===== config.mk =====
export PLATFORM = sky130hd
export DESIGN_NAME = pacman_display_timing
export DESIGN_NICKNAME = d
export VERILOG_FILES = /design/src/rtl/pacman_display_timing_pkg.sv /design/src/rtl/pacman_display_timing_sync_delay.sv /design/src/rtl/pacman_display_timing.sv
export SDC_FILE = /design/constraint.sdc
export NUM_CORES = 1
export LEC_CHECK = 0
export BUFFER_PORTS_ARGS = -buffer_cell sky130_fd_sc_hd__clkbuf_2
export CORE_UTILIZATION = 45
export CTS_CLUSTER_SIZE = 8
export DETAILED_ROUTE_END_ITERATION = 8
export SYNTH_ARGS = -nofsm -noshare
export SYNTH_HDL_FRONTEND = slang
export SYNTH_HIERARCHICAL = 1
export SYNTH_SLANG_ARGS = --single-unit

===== constraint.sdc =====
create_clock -name vga_pix_clk -period 4.2 [get_ports vga_pix_clk]
set_input_delay 0 -clock vga_pix_clk [delete_from_list [all_inputs] [get_ports vga_pix_clk]]
set_output_delay 0 -clock vga_pix_clk [all_outputs]
set_load 0.005 [all_outputs]

===== src/rtl/pacman_display_timing_pkg.sv =====
// Shared VGA timing constants, game dimensions and the sync bus layout
// used by the pacman display timing source.
package pacman_display_timing_pkg;

  // 640x480@60 raster
  localparam int VGA_H_ACTIVE = 640;
  localparam int VGA_H_FP     = 16;
  localparam int VGA_H_SYNC   = 96;
  localparam int VGA_H_BP     = 48;
  localparam int VGA_V_ACTIVE = 480;
  localparam int VGA_V_FP     = 10;
  localparam int VGA_V_SYNC   = 2;
  localparam int VGA_V_BP     = 33;

  // Default placement of the game window inside the visible area
  localparam int VGA_X_OFF    = 208;
  localparam int VGA_Y_OFF    = 96;

  // Game-space dimensions
  localparam int PAC_GAME_W   = 224;
  localparam int PAC_GAME_H   = 288;

  localparam int DEF_PIPE_LAT = 2;

  function automatic int vga_total(input int active, input int fp, input int sync, input int bp);
    return active + fp + sync + bp;
  endfunction

  // Signals that travel together through the alignment delay line
  typedef struct packed {
    logic hs;
    logic vs;
    logic de;
  } sync_bus_t;

  localparam sync_bus_t SYNC_IDLE = '{hs: 1'b1, vs: 1'b1, de: 1'b0};

endpackage


===== src/rtl/pacman_display_timing_sync_delay.sv =====
// Fixed-depth shift register with asynchronous active-low reset to RST_VAL.
// Keeps syncs and display-enable in step with the game's RGB pipeline.
module sync_delay #(
  parameter int               DEPTH   = 2,
  parameter int               WIDTH   = 1,
  parameter logic [WIDTH-1:0] RST_VAL = '0
) (
  input  logic             clk,
  input  logic             rst_n,
  input  logic [WIDTH-1:0] din,
  output logic [WIDTH-1:0] dout
);

  if (DEPTH == 0) begin : g_pass
    assign dout = din;
  end else begin : g_shift
    logic [DEPTH-1:0][WIDTH-1:0] stages;

    // Shift din one stage per clock; stage DEPTH-1 is the output
    always_ff @(posedge clk or negedge rst_n) begin
      if (!rst_n) begin
        stages <= {DEPTH{RST_VAL}};
      end else begin
        stages[0] <= din;
        for (int i = 1; i < DEPTH; i++) stages[i] <= stages[i-1];
      end
    end

    assign dout = stages[DEPTH-1];
  end

endmodule


===== src/rtl/pacman_display_timing.sv =====
// VGA raster generator feeding pacman_game: game-space coordinates and
// strobes out, game RGB back in, blanked and aligned with delayed syncs.
module pacman_display_timing
  import pacman_display_timing_pkg::*;
#(
  parameter int H_ACTIVE = VGA_H_ACTIVE,
  parameter int H_FP     = VGA_H_FP,
  parameter int H_SYNC   = VGA_H_SYNC,
  parameter int H_BP     = VGA_H_BP,
  parameter int V_ACTIVE = VGA_V_ACTIVE,
  parameter int V_FP     = VGA_V_FP,
  parameter int V_SYNC   = VGA_V_SYNC,
  parameter int V_BP     = VGA_V_BP,
  parameter int GAME_W   = PAC_GAME_W,
  parameter int GAME_H   = PAC_GAME_H,
  parameter int SCALE    = 1,
  parameter int X_OFF    = VGA_X_OFF,
  parameter int Y_OFF    = VGA_Y_OFF,
  parameter int PIPE_LAT = DEF_PIPE_LAT
) (
  input  logic                      vga_pix_clk,
  input  logic                      rst_n,
  output logic [$clog2(GAME_W)-1:0] sx,
  output logic [$clog2(GAME_H)-1:0] sy,
  output logic                      game_pix_stb,
  output logic                      frame_stb,
  output logic                      display_enabled,
  input  logic [11:0]               rgb_in,
  output logic [3:0]                vga_r,
  output logic [3:0]                vga_g,
  output logic [3:0]                vga_b,
  output logic                      vga_hs,
  output logic                      vga_vs
);

  localparam int H_TOTAL = vga_total(H_ACTIVE, H_FP, H_SYNC, H_BP);
  localparam int V_TOTAL = vga_total(V_ACTIVE, V_FP, V_SYNC, V_BP);
  localparam int HW      = $clog2(H_TOTAL);
  localparam int VW      = $clog2(V_TOTAL);
  localparam int SXW     = $clog2(GAME_W);
  localparam int SYW     = $clog2(GAME_H);
  localparam int SUBW    = (SCALE > 1) ? $clog2(SCALE) : 1;

  localparam logic [HW-1:0]   H_LAST   = HW'(H_TOTAL - 1);
  localparam logic [HW-1:0]   X_START  = HW'(X_OFF);
  localparam logic [HW-1:0]   X_END    = HW'(X_OFF + GAME_W * SCALE);
  localparam logic [HW-1:0]   HS_START = HW'(H_ACTIVE + H_FP);
  localparam logic [HW-1:0]   HS_END   = HW'(H_ACTIVE + H_FP + H_SYNC);
  localparam logic [VW-1:0]   V_LAST   = VW'(V_TOTAL - 1);
  localparam logic [VW-1:0]   Y_START  = VW'(Y_OFF);
  localparam logic [VW-1:0]   Y_END    = VW'(Y_OFF + GAME_H * SCALE);
  localparam logic [VW-1:0]   VS_START = VW'(V_ACTIVE + V_FP);
  localparam logic [VW-1:0]   VS_END   = VW'(V_ACTIVE + V_FP + V_SYNC);
  localparam logic [SUBW-1:0] SUB_LAST = SUBW'(SCALE - 1);

  if (SCALE < 1) begin : g_bad_scale
    $error("SCALE must be at least 1");
  end
  if (X_OFF + GAME_W * SCALE > H_ACTIVE) begin : g_bad_x
    $error("game window extends past H_ACTIVE");
  end
  if (Y_OFF + GAME_H * SCALE > V_ACTIVE) begin : g_bad_y
    $error("game window extends past V_ACTIVE");
  end

  logic [HW-1:0]   hcnt, h_nxt;
  logic [VW-1:0]   vcnt, v_nxt;
  logic            line_end, in_win;
  logic [SUBW-1:0] sub_x, sub_y;
  // Game coordinate trackers; wide enough to run past the window harmlessly
  logic [HW-1:0]   gx;
  logic [VW-1:0]   gy;
  logic            hs_raw, vs_raw;
  sync_bus_t       raw_bus, dly_bus;

  // Next raster position and window membership of the current position
  always_comb begin
    line_end = (hcnt == H_LAST);
    h_nxt    = line_end ? '0 : hcnt + HW'(1);
    v_nxt    = vcnt;
    if (line_end) v_nxt = (vcnt == V_LAST) ? '0 : vcnt + VW'(1);
    in_win   = (hcnt >= X_START) && (hcnt < X_END) &&
               (vcnt >= Y_START) && (vcnt < Y_END);
  end

  // Raster counters
  always_ff @(posedge vga_pix_clk or negedge rst_n) begin
    if (!rst_n) begin
      hcnt <= '0;
      vcnt <= '0;
    end else begin
      hcnt <= h_nxt;
      vcnt <= v_nxt;
    end
  end

  // Horizontal game coordinate: cleared entering the window column, then
  // advanced on each sub-pixel wrap so no divider is needed
  always_ff @(posedge vga_pix_clk or negedge rst_n) begin
    if (!rst_n) begin
      sub_x <= '0;
      gx    <= '0;
    end else if (h_nxt == X_START) begin
      sub_x <= '0;
      gx    <= '0;
    end else if (sub_x == SUB_LAST) begin
      sub_x <= '0;
      gx    <= gx + HW'(1);
    end else begin
      sub_x <= sub_x + SUBW'(1);
    end
  end

  // Vertical game coordinate: same scheme, stepped once per line
  always_ff @(posedge vga_pix_clk or negedge rst_n) begin
    if (!rst_n) begin
      sub_y <= '0;
      gy    <= '0;
    end else if (line_end) begin
      if (v_nxt == Y_START) begin
        sub_y <= '0;
        gy    <= '0;
      end else if (sub_y == SUB_LAST) begin
        sub_y <= '0;
        gy    <= gy + VW'(1);
      end else begin
        sub_y <= sub_y + SUBW'(1);
      end
    end
  end

  // Game-facing outputs and raw syncs, one cycle behind the counters
  always_ff @(posedge vga_pix_clk or negedge rst_n) begin
    if (!rst_n) begin
      sx              <= '0;
      sy              <= '0;
      display_enabled <= 1'b0;
      game_pix_stb    <= 1'b0;
      frame_stb       <= 1'b0;
      hs_raw          <= 1'b1;
      vs_raw          <= 1'b1;
    end else begin
      sx              <= in_win ? SXW'(gx) : '0;
      sy              <= in_win ? SYW'(gy) : '0;
      display_enabled <= in_win;
      game_pix_stb    <= in_win && (sub_x == '0);
      frame_stb       <= (hcnt == X_START) && (vcnt == Y_START);
      hs_raw          <= !((hcnt >= HS_START) && (hcnt < HS_END));
      vs_raw          <= !((vcnt >= VS_START) && (vcnt < VS_END));
    end
  end

  assign raw_bus = '{hs: hs_raw, vs: vs_raw, de: display_enabled};

  sync_delay #(
    .DEPTH   (PIPE_LAT),
    .WIDTH   ($bits(sync_bus_t)),
    .RST_VAL (SYNC_IDLE)
  ) u_sync_delay (
    .clk   (vga_pix_clk),
    .rst_n (rst_n),
    .din   (raw_bus),
    .dout  (dly_bus)
  );

  // Pin register: game colour only where the delayed window is active
  always_ff @(posedge vga_pix_clk or negedge rst_n) begin
    if (!rst_n) begin
      vga_r  <= '0;
      vga_g  <= '0;
      vga_b  <= '0;
      vga_hs <= 1'b1;
      vga_vs <= 1'b1;
    end else begin
      vga_r  <= dly_bus.de ? rgb_in[11:8] : 4'h0;
      vga_g  <= dly_bus.de ? rgb_in[7:4]  : 4'h0;
      vga_b  <= dly_bus.de ? rgb_in[3:0]  : 4'h0;
      vga_hs <= dly_bus.hs;
      vga_vs <= dly_bus.vs;
    end
  end

endmodule


==> results of run 1 <==
-- cells in the mapped netlist (all sizes together) (3+ instances only) --
library cell  number  share of area (%)
dfrtp             70                 50
and2              30                5.4
nand2             27                2.9
nor2              18                1.9
nand3             15                2.1
a21oi             12                1.7
buf               12                2.4
o21ai             10                1.4
inv                9               0.97
nor3               9                1.9
xor2               9                2.3
dfstp              8                6.0
a21o               7                1.5
ha                 7                2.5
or3                7                1.3
nand4              6                1.1
xnor2              6                1.5
nand2b             5               0.90
nor4               5               0.90
clkbuf             4               0.43
a31oi              3               0.54
and3               3               0.54
nor2b              3               0.54
-- state kept, by name (all words and copies together) (netlist names) --
name                         flops
vga_hs                           1
vs_raw                           1
frame_stb                        1
sy                               9
gx                               8
vga_g                            4
hcnt                            10
u_sync_delay/dout                3
gy                               9
u_sync_delay/g_shift.stages      3
display_enabled                  1
sx                               8
vga_b                            4
hs_raw                           1
vga_r                            4
vga_vs                           1
vcnt                            10
-- power breakdown --
group	internal [mW]	total [mW]	switching, mW
clock	0.414	0.684	0.271
sequential	0.751	0.751	0
combinational	0.0123	0.0287	0.0165
total	1.18	1.46	0.287
-- logic make-up (layout without fill, tap and decap cells) --
kind of cell | Yosys count | in the layout | share of synthesized area [%]
fa+ha+maj | 7 | 7 | 2.506
buf+inv | 25 | 87 | 3.831
xor+xnor | 15 | 15 | 3.760
simple gates | 146 | 146 | 24.99
flops | 78 | 78 | 56.14
compound gates | 45 | 45 | 8.486
mux | 1 | 1 | 0.2864
-- stage by stage --
stage | util [%] | std cells
final | 56.30 | 478
after global routing | 56.30 | 478
after CTS | 56.30 | 478
after detailed placement | 51.17 | 449
after global placement | 51.17 | 449
after floorplan | - | 317
-- per-layer routing --
| layer | wire, um | vias up | global-route usage (%) |
|---|---|---|---|
| li1 | - | 1207 | - |
| met1 | 3222 | 1154 | 26.28 |
| met2 | 2877 | 83 | 25.06 |
| met3 | 371 | 7 | 2.707 |
| met4 | 69 | 0 | 8.065 |
| met5 | 0 | - | 0 |
-- final timing paths --
path                                                start              endpoint  slack, ps  cells after the start
setup / recovery                                  hcnt[0]                 gy[7]       1500                      8
hold / removal                                      rst_n              vga_b[1]        340                      2
hold reg to reg            u_sync_delay/g_shift.stages[0]  u_sync_delay/dout[0]        350                      0
max in group asynchronous                           rst_n                 sy[8]       3220                      2
min in group vga_pix_clk   u_sync_delay/g_shift.stages[0]  u_sync_delay/dout[0]        350                      0
setup reg to reg                                  hcnt[0]                 gy[7]       1500                      8
-- timing repair --
item                                    in CTS  in global routing
hold buffers                                13                  0
endpoints found under the setup margin       0                  0
hold endpoints to repair                    82                  0
-- cell type report --
type	instances	area, sq um	share of cell area [%]
Clock buffer	11	141.4	3.408
Sequential cell	78	1962	47.29
Timing Repair Buffer	62	382.9	9.228
Multi-Input combinational cell	214	1399	33.72
Clock inverter	5	106.4	2.563
Tap cell	99	123.9	2.986
Inverter	9	33.78	0.8142
==> run summary, run 1 <==
Period utilization: 64.18%
Slew HR: 36.37%
Critical Path Source Type: flop
Max-cap violations: 0
Design area: 0.004149 sq mm
Hold Vio Cnt, Final: 0
Initial core utilization: 47.42%
Final setup viols: 0
Antenna diodes: 0
DP Worst Slack: 1552 ps
Antenna Nets Post-Route: 0
CTS sink cnt: 78
Crit path buf inv count: 0
Via density: 5.128
Worst Setup End Kind: flop
Sequential-to-total area share from yosys stat: 56.14%
Fin crit period: 2696 ps
Area growth syn-to-layout: 18.73%
Hold WS: 341.5 ps
Fin. max-slew vios: 0
Total design power: 1.464 mW
Largest net degree at the start of global routing: 79
PortBufs: 47
TritonCTS Buffers: 9
Initial DRT Pass Iterations: 4
Yosys reg bits: 78
Crit path max-delay family: simple AND/OR/NAND/NOR gates
Synth cell types: 53
Number of synthesized flops with an enable pin: 0
Initial antenna violation count: 0
Starting DRC count in detailed routing: 128
Vias in the first global route: 2303
Clk_lat worst skew: 340 ps
Clock transition at the registers of the reported paths: 80 ps
CP Class: reg -> reg
Most frequent cells in the layout: 70 x dfrtp_1, 46 x clkbuf_2, 30 x and2_1
Dpl cell area: 0.003771 sq mm
Clock Tree Root: clkbuf_8
Slew at the pin closest to its max-slew limit: 954.5 ps
Lkg Pwr: 2.004 nW
Layout cells sized above 1: 22.43%
CP required: 4430 ps
Outcome: complete, no violations
CTS H-tree lvls: 3
Post-DP HPWL: 4342 um
FFs w/ async S/R, synth: 100.0%
RSZ-0062 raised after global routing: no
Final worst slack: 1504 ps
Total congestion overflow: 0
Die X: 90.13 um
NumNets Final: 395
CTS resizes: 0
Total Routing Usage GR: 17.57%
Final setup skew: 8.054 ps
Gpl congestion: 0.8205
Pwr dens: 352.8 mW/mm^2
Top FF cell, synth: dfrtp_1
Cell area after synthesis: 0.003495 sq mm
Syn nets: 338
Avg Cell Area, Syn: 11.02 sq um
# DRC: 0
Syn Inst Count: 317
# IOs: 48
Commonest non-fill, non-tap cell in the layout: dfrtp_1
Final wirelength: 6541 um
Synth warn: 6
Worst Hold Class: in -> async
Die height: 90.13 um
Clock buffer depth: 2
Setup tns final: 0 ps
Highest clock rate: 0.3710 GHz
CP max FO: 9
Placeable Area: 0.007370 sq mm
Row count: 31
Critical path's largest stage delay: 590 ps
Worst EP arrival: 2930 ps
Global-route wire length before repair: 11340 um
CP Cell Sequence: ha_1 -> nand3_1 -> or4_1 -> o21ai_1 -> nor3b_1 -> and4bb_1 -> a21oi_1 -> a21o_1
Final-layout fill cell count: 663
CTS tree: done
CP max stage cell: or4_1
Peak VDD IR: 163.1 uV
Die area: 0.008123 sq mm
WL/cell: 13.68 um
Via count: 2451
# Post-CTS Setup Buffers: 0
(Power assumes the default switching activity.)
==> run 2: changes to the inputs <==
--- a/config.mk
+++ b/config.mk
@@ -9,6 +9,7 @@
 export CORE_UTILIZATION = 45
 export CTS_CLUSTER_SIZE = 8
 export DETAILED_ROUTE_END_ITERATION = 8
+export PLACE_DENSITY = 0.67
 export SYNTH_ARGS = -nofsm -noshare
 export SYNTH_HDL_FRONTEND = slang
 export SYNTH_HIERARCHICAL = 1
==> constraint.sdc (replaced) <==
create_clock -name vga_pix_clk -period 2.3 [get_ports vga_pix_clk]
set_input_delay 0 -clock vga_pix_clk [delete_from_list [all_inputs] [get_ports vga_pix_clk]]
set_output_delay 0 -clock vga_pix_clk [all_outputs]
set_load 0.005 [all_outputs]
==> run 2 against run 1 <==
  * The flow now finishes with violations (setup timing)
  * Core utilization grew 9.4 points
  * First-iteration DRC count is 17% lower
  * Global-route usage grew 3.3 points
  * Combinational power grew 85%
  * Setup slack worse by 1600 ps
  * Cell area increased by 17%
  * Critical endpoint is now vcnt[1]
  * Final cell count is 14% higher
  * Register-to-register slack worse by 1600 ps
  * Non-clock buffer count is 67 higher
  * Sequential power grew 82%
  * Sequential share of layout area shrank 6.8 points
==> run summary, run 2 (synthesized netlist as in run 1, its figures left out) <==
Outcome: finished, violations left
Failing checks: setup timing
Period utilization: 106.1%
Clock transition at the registers of the reported paths: 90 ps
Most frequent cells in the layout: 70 x dfrtp_1, 63 x buf_4, 46 x clkbuf_2
Initial DRT Pass Iterations: 4
Critical Path Source Type: flop
Starting DRC count in detailed routing: 106
CP required: 2580 ps
Global-route wire length before repair: 13500 um
Layout cells sized above 1: 41.48%
Internal: 1.911 mW
CTS H-tree lvls: 3
CTS tree: done
RSZ-0062 raised after global routing: yes
Vias in the first global route: 2887
Biggest registers after layout: hcnt x10, vcnt x10
Peak VDD IR: 288.3 uV
Slew HR: 37.10%
TritonCTS Buffers: 9
Critical path endpoint: vcnt[1]
P_sw: 0.5750 mW
Clock buffer depth: 2
Final wirelength: 8115 um
Via count: 2815
Fin. max-slew vios: 0
R2r worst-path depth: 17
Pwr dens: 513.6 mW/mm^2
Post-DP HPWL: 4953 um
# IOs: 48
Lkg Pwr: 2.359 nW
Final setup viols: 10
Worst Setup End Kind: flop
CTS sink cnt: 78
Design area: 0.004841 sq mm
Die X: 90.13 um
Gpl congestion: 0.9294
CP max stage cell: dfrtp_1
Clock Tree Root: clkbuf_8
Commonest non-fill, non-tap cell in the layout: dfrtp_1
Worst R2R End: vcnt[1]
Area taken by multi-input logic gates: 0.001603 sq mm
Final setup skew: 9.931 ps
Initial antenna violation count: 0
Placeable Area: 0.007370 sq mm
Gate power share: 2.1%
Max-cap violations: 0
Sequential cell fraction of total power: 55.1%
Row count: 31
Fin crit period: 2440 ps
RR Startpoint: vcnt[1]
CP max FO: 2
Antenna diodes: 0
Hold WS: 352.2 ps
Antenna Nets Post-Route: 0
Clk_lat worst skew: 350 ps
Die area: 0.008123 sq mm
WL/cell: 14.89 um
NumNets Final: 462
Via density: 5.165
Hold Vio Cnt, Final: 0
Reg area: 0.001962 sq mm
Final Instance Count excl. Fillers: 545
Sw Ratio: 23.13%
Slew at the pin closest to its max-slew limit: 943.5 ps
Critical Path Source: vcnt[1]
Flop2flop setup slack: -140 ps
Area growth syn-to-layout: 38.52%
Worst EP arrival: 2720 ps
Critical path's most frequent cell: buf_4
Clock share of power: 42.7%
Highest clock rate: 0.4098 GHz
Worst Hold Class: in -> async
Dpl cells: 493
PortBufs: 47
# DRC: 0
Initial core utilization: 47.42%
Die height: 90.13 um
Total congestion overflow: 0
CP Class: reg -> reg
Largest net degree at the start of global routing: 79
Total Routing Usage GR: 20.89%
Dpl cell area: 0.004101 sq mm
CP Cell Sequence: inv_2 -> buf_4 -> buf_6 -> buf_4 -> buf_4 -> buf_4 -> buf_4 -> buf_4 -> buf_4 -> buf_4 -> buf_4 -> buf_4 -> buf_4 -> buf_4 -> buf_4 -> buf_4 -> o21ai_2
Critical path's largest stage delay: 370 ps
Final worst slack: -140.2 ps
Final-layout fill cell count: 579
run 2: changes by cell type in the layout (fill, tap and decap cells not counted), moves of 3 or more:
cell and delta:
nor2_4 +3, nor2_2 +4, a21oi_1 -7, buf_4 +60, a21oi_2 +6, nor2_1 -7, buf_6 +7
run 2: worst min-delay path by stage:
stage,from,endpoint,cells after the start
after floorplan,rst_n,display_enabled,0
after global placement,rst_n,sx[6],1
after detailed placement,rgb_in[1],vga_b[1],2
after CTS,u_sync_delay/g_shift.stages[0],u_sync_delay/dout[0],0
after global routing,u_sync_delay/dout[1],vga_vs,0
final,rst_n,vcnt[5],2
run 2: final cells by class:
| class | count | area share (%) |
|---|---|---|
| Tap cell | 99 | 2.559 |
| Inverter | 9 | 0.6979 |
| Sequential cell | 78 | 40.53 |
| Timing Repair Buffer | 129 | 18.84 |
| Clock buffer | 9 | 2.559 |
| Multi-Input combinational cell | 214 | 33.11 |
| Clock inverter | 7 | 1.706 |
run 2: power by group through the flow:
stage          Sequential [mW]  Combinational, mW  Clock (mW)
5_1_grt                   1.37             0.0611        1.16
4_1_cts                   1.37             0.0550        1.08
6_report                  1.37             0.0531        1.06
2_1_floorplan             1.40          0.0000140           0
3_3_place_gp              1.40             0.0375           0
3_5_place_dp              1.40             0.0376           0
run 2: repair_timing:
action	4_1_cts	5_1_grt
hold buffers	13	0
cloned	1	0
resized for setup	22	32
endpoints found under the hold margin	82	0
buffers inserted	18	4
pin swaps	5	10
setup endpoints to repair	9	18
run 2: metal layers:
layer,part of all wire [%],up-vias,track usage (%)
met5,0,-,0
met4,3.1,0,8.871
met3,6.1,26,5.415
met2,48,94,33.72
met1,43,1349,26.66
li1,-,1346,-
run 2: metrics by stage:
step / TNS (ps) / worst slack (ps) / total power [mW] / util, %
CTS: -451.6 / -64.76 / 2.508 / 63.29
finish: -1206 / -140.2 / 2.486 / 65.69
global placement: -249.8 / -34.20 / 1.435 / 55.65
global route: -3026 / -270.0 / 2.595 / 65.69
detailed placement: -543.9 / -77.85 / 1.435 / 55.65
floorplan: 0 / 1.382 / 1.398 / -
run 2: worst max-delay path: cells and delay by family, from the launching register on:
family                 cells  cell delay, ps
flip-flops                 1             370
buffers and inverters     16            1880
AO/OA/AOI/OAI              1             110
==> run 3: changes to the inputs <==
--- a/config.mk
+++ b/config.mk
@@ -9,8 +9,7 @@
 export CORE_UTILIZATION = 45
 export CTS_CLUSTER_SIZE = 8
 export DETAILED_ROUTE_END_ITERATION = 8
-export PLACE_DENSITY = 0.67
+export PLACE_DENSITY = 0.68
 export SYNTH_ARGS = -nofsm -noshare
 export SYNTH_HDL_FRONTEND = slang
-export SYNTH_HIERARCHICAL = 1
 export SYNTH_SLANG_ARGS = --single-unit
==> run 3 against run 2 <==
  * Largest cell class unchanged
  * The run now ends clean
  * Critical path depth down 9
  * Die area down 2.8%
  * Final cell count fell by 7.0%
  * Critical path type unchanged
==> run summary, run 3 <==
Sequential cell fraction of total power: 55.9%
R2r worst-path depth: 8
Hold Vio Cnt, Final: 0
Final Instance Count excl. Fillers: 507
Clock transition at the registers of the reported paths: 90 ps
CP max FO: 4
Worst Hold Class: in -> async
Most frequent cells in the layout: 69 x dfrtp_1, 46 x clkbuf_2, 39 x buf_4
Gate power share: 2.3%
RR Startpoint: hcnt[1]
Critical Path Source Type: flop
Avg Cell Area, Syn: 10.95 sq um
Clock buffer depth: 2
Synth top cells by count: 70 x dfrtp_1, 32 x and2_1, 26 x nor2_1, 20 x nand3_1, 14 x nor3_1
FFs w/ async S/R, synth: 100.0%
Clock Tree Root: clkbuf_8
# IOs: 48
Clk_lat worst skew: 350 ps
Dpl cells: 476
Period utilization: 97.31%
Final setup skew: 10.78 ps
# DRC: 0
Syn nets: 331
Gpl congestion: 0.9023
Worst EP arrival: 2470 ps
Antenna Nets Post-Route: 0
Via count: 2576
Post-DP HPWL: 4703 um
Via density: 5.081
CTS tree: done
Synth warn: 0
Top post-synthesis cells by area: dfrtp_1 52%, dfstp_2 6.2%, and2_1 5.9%
Initial core utilization: 46.57%
DP Worst Slack: -29.48 ps
Worst Setup End Kind: flop
Final setup viols: 0
Initial antenna violation count: 0
Lkg Pwr: 2.102 nW
Critical path endpoint: gy[3]
Synth cell types: 42
NumNets Final: 424
Yosys reg bits: 78
Largest net degree at the start of global routing: 57
Count leader, synth: dfrtp_1
Fin util: 59.69%
PortBufs: 47
P_sw: 0.5466 mW
Starting DRC count in detailed routing: 100
Max-cap violations: 0
Internal: 1.904 mW
Pwr dens: 563.1 mW/mm^2
Highest clock rate: 0.4468 GHz
CTS H-tree lvls: 3
Outcome: complete, no violations
Die height: 88.87 um
CTS sink cnt: 78
Flop2flop setup slack: 60 ps
Placeable Area: 0.007292 sq mm
RSZ-0062 raised after global routing: yes
Area growth syn-to-layout: 28.19%
Peak VDD IR: 279.7 uV
Slew at the pin closest to its max-slew limit: 667.5 ps
Critical Path Source: hcnt[1]
Worst R2R End: gy[3]
Hold WS: 223.4 ps
Sequential-to-total area share from yosys stat: 57.77%
Antenna diodes: 0
TritonCTS Buffers: 9
Top FF cell, synth: dfrtp_1
Cell area after synthesis: 0.003396 sq mm
CP Class: reg -> reg
Biggest registers after layout: hcnt x10, vcnt x10
Row count: 31
Slew HR: 55.50%
Sw Ratio: 22.30%
Commonest non-fill, non-tap cell in the layout: dfrtp_1
Fin crit period: 2238 ps
Global-route wire length before repair: 11220 um
Total congestion overflow: 0
Initial DRT Pass Iterations: 4
Clock share of power: 41.8%
Final worst slack: 61.95 ps
Fin. max-slew vios: 0
Syn Inst Count: 310
Die area: 0.007898 sq mm
CP required: 2540 ps
Layout cells sized above 1: 29.17%
Cell taking the most area after synthesis: dfrtp_1
Total Routing Usage GR: 19.02%
Die X: 88.87 um
Share of the synthesized area in the top cell type: 51.58%
WL/cell: 13.46 um
Vias in the first global route: 2446
Number of synthesized flops with an enable pin: 0
Final wirelength: 6826 um
-- run 3: cell types whose count changed after synthesis, sizes merged, moves of 6 or more --
cell,change
and3,+6
buf,-7
clkbuf,+7
nand2,-15
nor2,+8
-- run 3: metrics by stage --
step / instance area, sq um / TNS [ps] / power [mW]
2_1_floorplan: 3420 / -632.4 / 1.398
3_3_place_gp: 3988 / 0 / 1.438
3_5_place_dp: 3988 / -208.6 / 1.438
4_1_cts: 4328 / 0 / 2.485
5_1_grt: 4353 / -421.0 / 2.547
6_report: 4353 / 0 / 2.451
-- run 3: per-layer routing --
metal	part of all wire [%]	global-route usage, %	vias to the layer above
met2	47	31.68	72
met4	1.8	8.798	0
li1	-	-	1262
met3	4.8	3.731	10
met1	46	23.91	1232
met5	0	0	-
-- run 3: power groups by stage --
stage | Combinational, mW | Sequential (mW) | Clock [mW]
final | 0.0561 | 1.37 | 1.02
after global routing | 0.0652 | 1.37 | 1.11
after CTS | 0.0582 | 1.37 | 1.06
after detailed placement | 0.0408 | 1.40 | 0
after global placement | 0.0401 | 1.40 | 0
after floorplan | 0.00000134 | 1.40 | 0
-- run 3: area by class of cell --
cell class                 count  area [sq um]
timing repair buffer          98         653.1
tap                           99         123.9
clock buffer                  10         127.6
clock inverter                 6         70.07
sequential                    78          1963
inverter                       8         30.03
fill                         611          2939
multi-input combinational    208          1385
-- run 3: kinds of logic (layout without fill, tap and decap cells) --
group / Yosys count / after routing / share of synthesized area [%]
buffers and inverters: 24 / 122 / 2.874
XOR/XNOR: 21 / 21 / 5.416
flip-flops: 78 / 78 / 57.77
adder cells (fa/ha/maj): 7 / 7 / 2.579
AO/OA/AOI/OAI: 36 / 36 / 7.148
AND/OR/NAND/NOR: 142 / 142 / 23.58
multiplexers: 2 / 2 / 0.6264
-- run 3: worst min-delay path by stage --
stage,from,endpoint,cells past startpoint
after floorplan,rst_n,display_enabled,0
after global placement,rst_n,sx[7],1
after detailed placement,rst_n,sx[7],1
after CTS,rst_n,sx[7],2
after global routing,rst_n,sx[6],2
final,rst_n,sx[7],2
-- run 3: what timing repair did --
action,in CTS,in global routing
cloned,0,0
endpoints found under the hold margin,60,0
buffers inserted,0,2
endpoints found under the setup margin,8,9
hold buffers,13,0
pin swaps,0,5
resized for setup,2,2
-- run 3: critical path, stage by stage (launching register included) --
cell and delay, ps:
dfrtp_1 390, ha_4 170, nand4_4 90, or3_4 420
or4_1 400, a21o_1 210, a211oi_4 240, buf_4 160
nor3_1 50
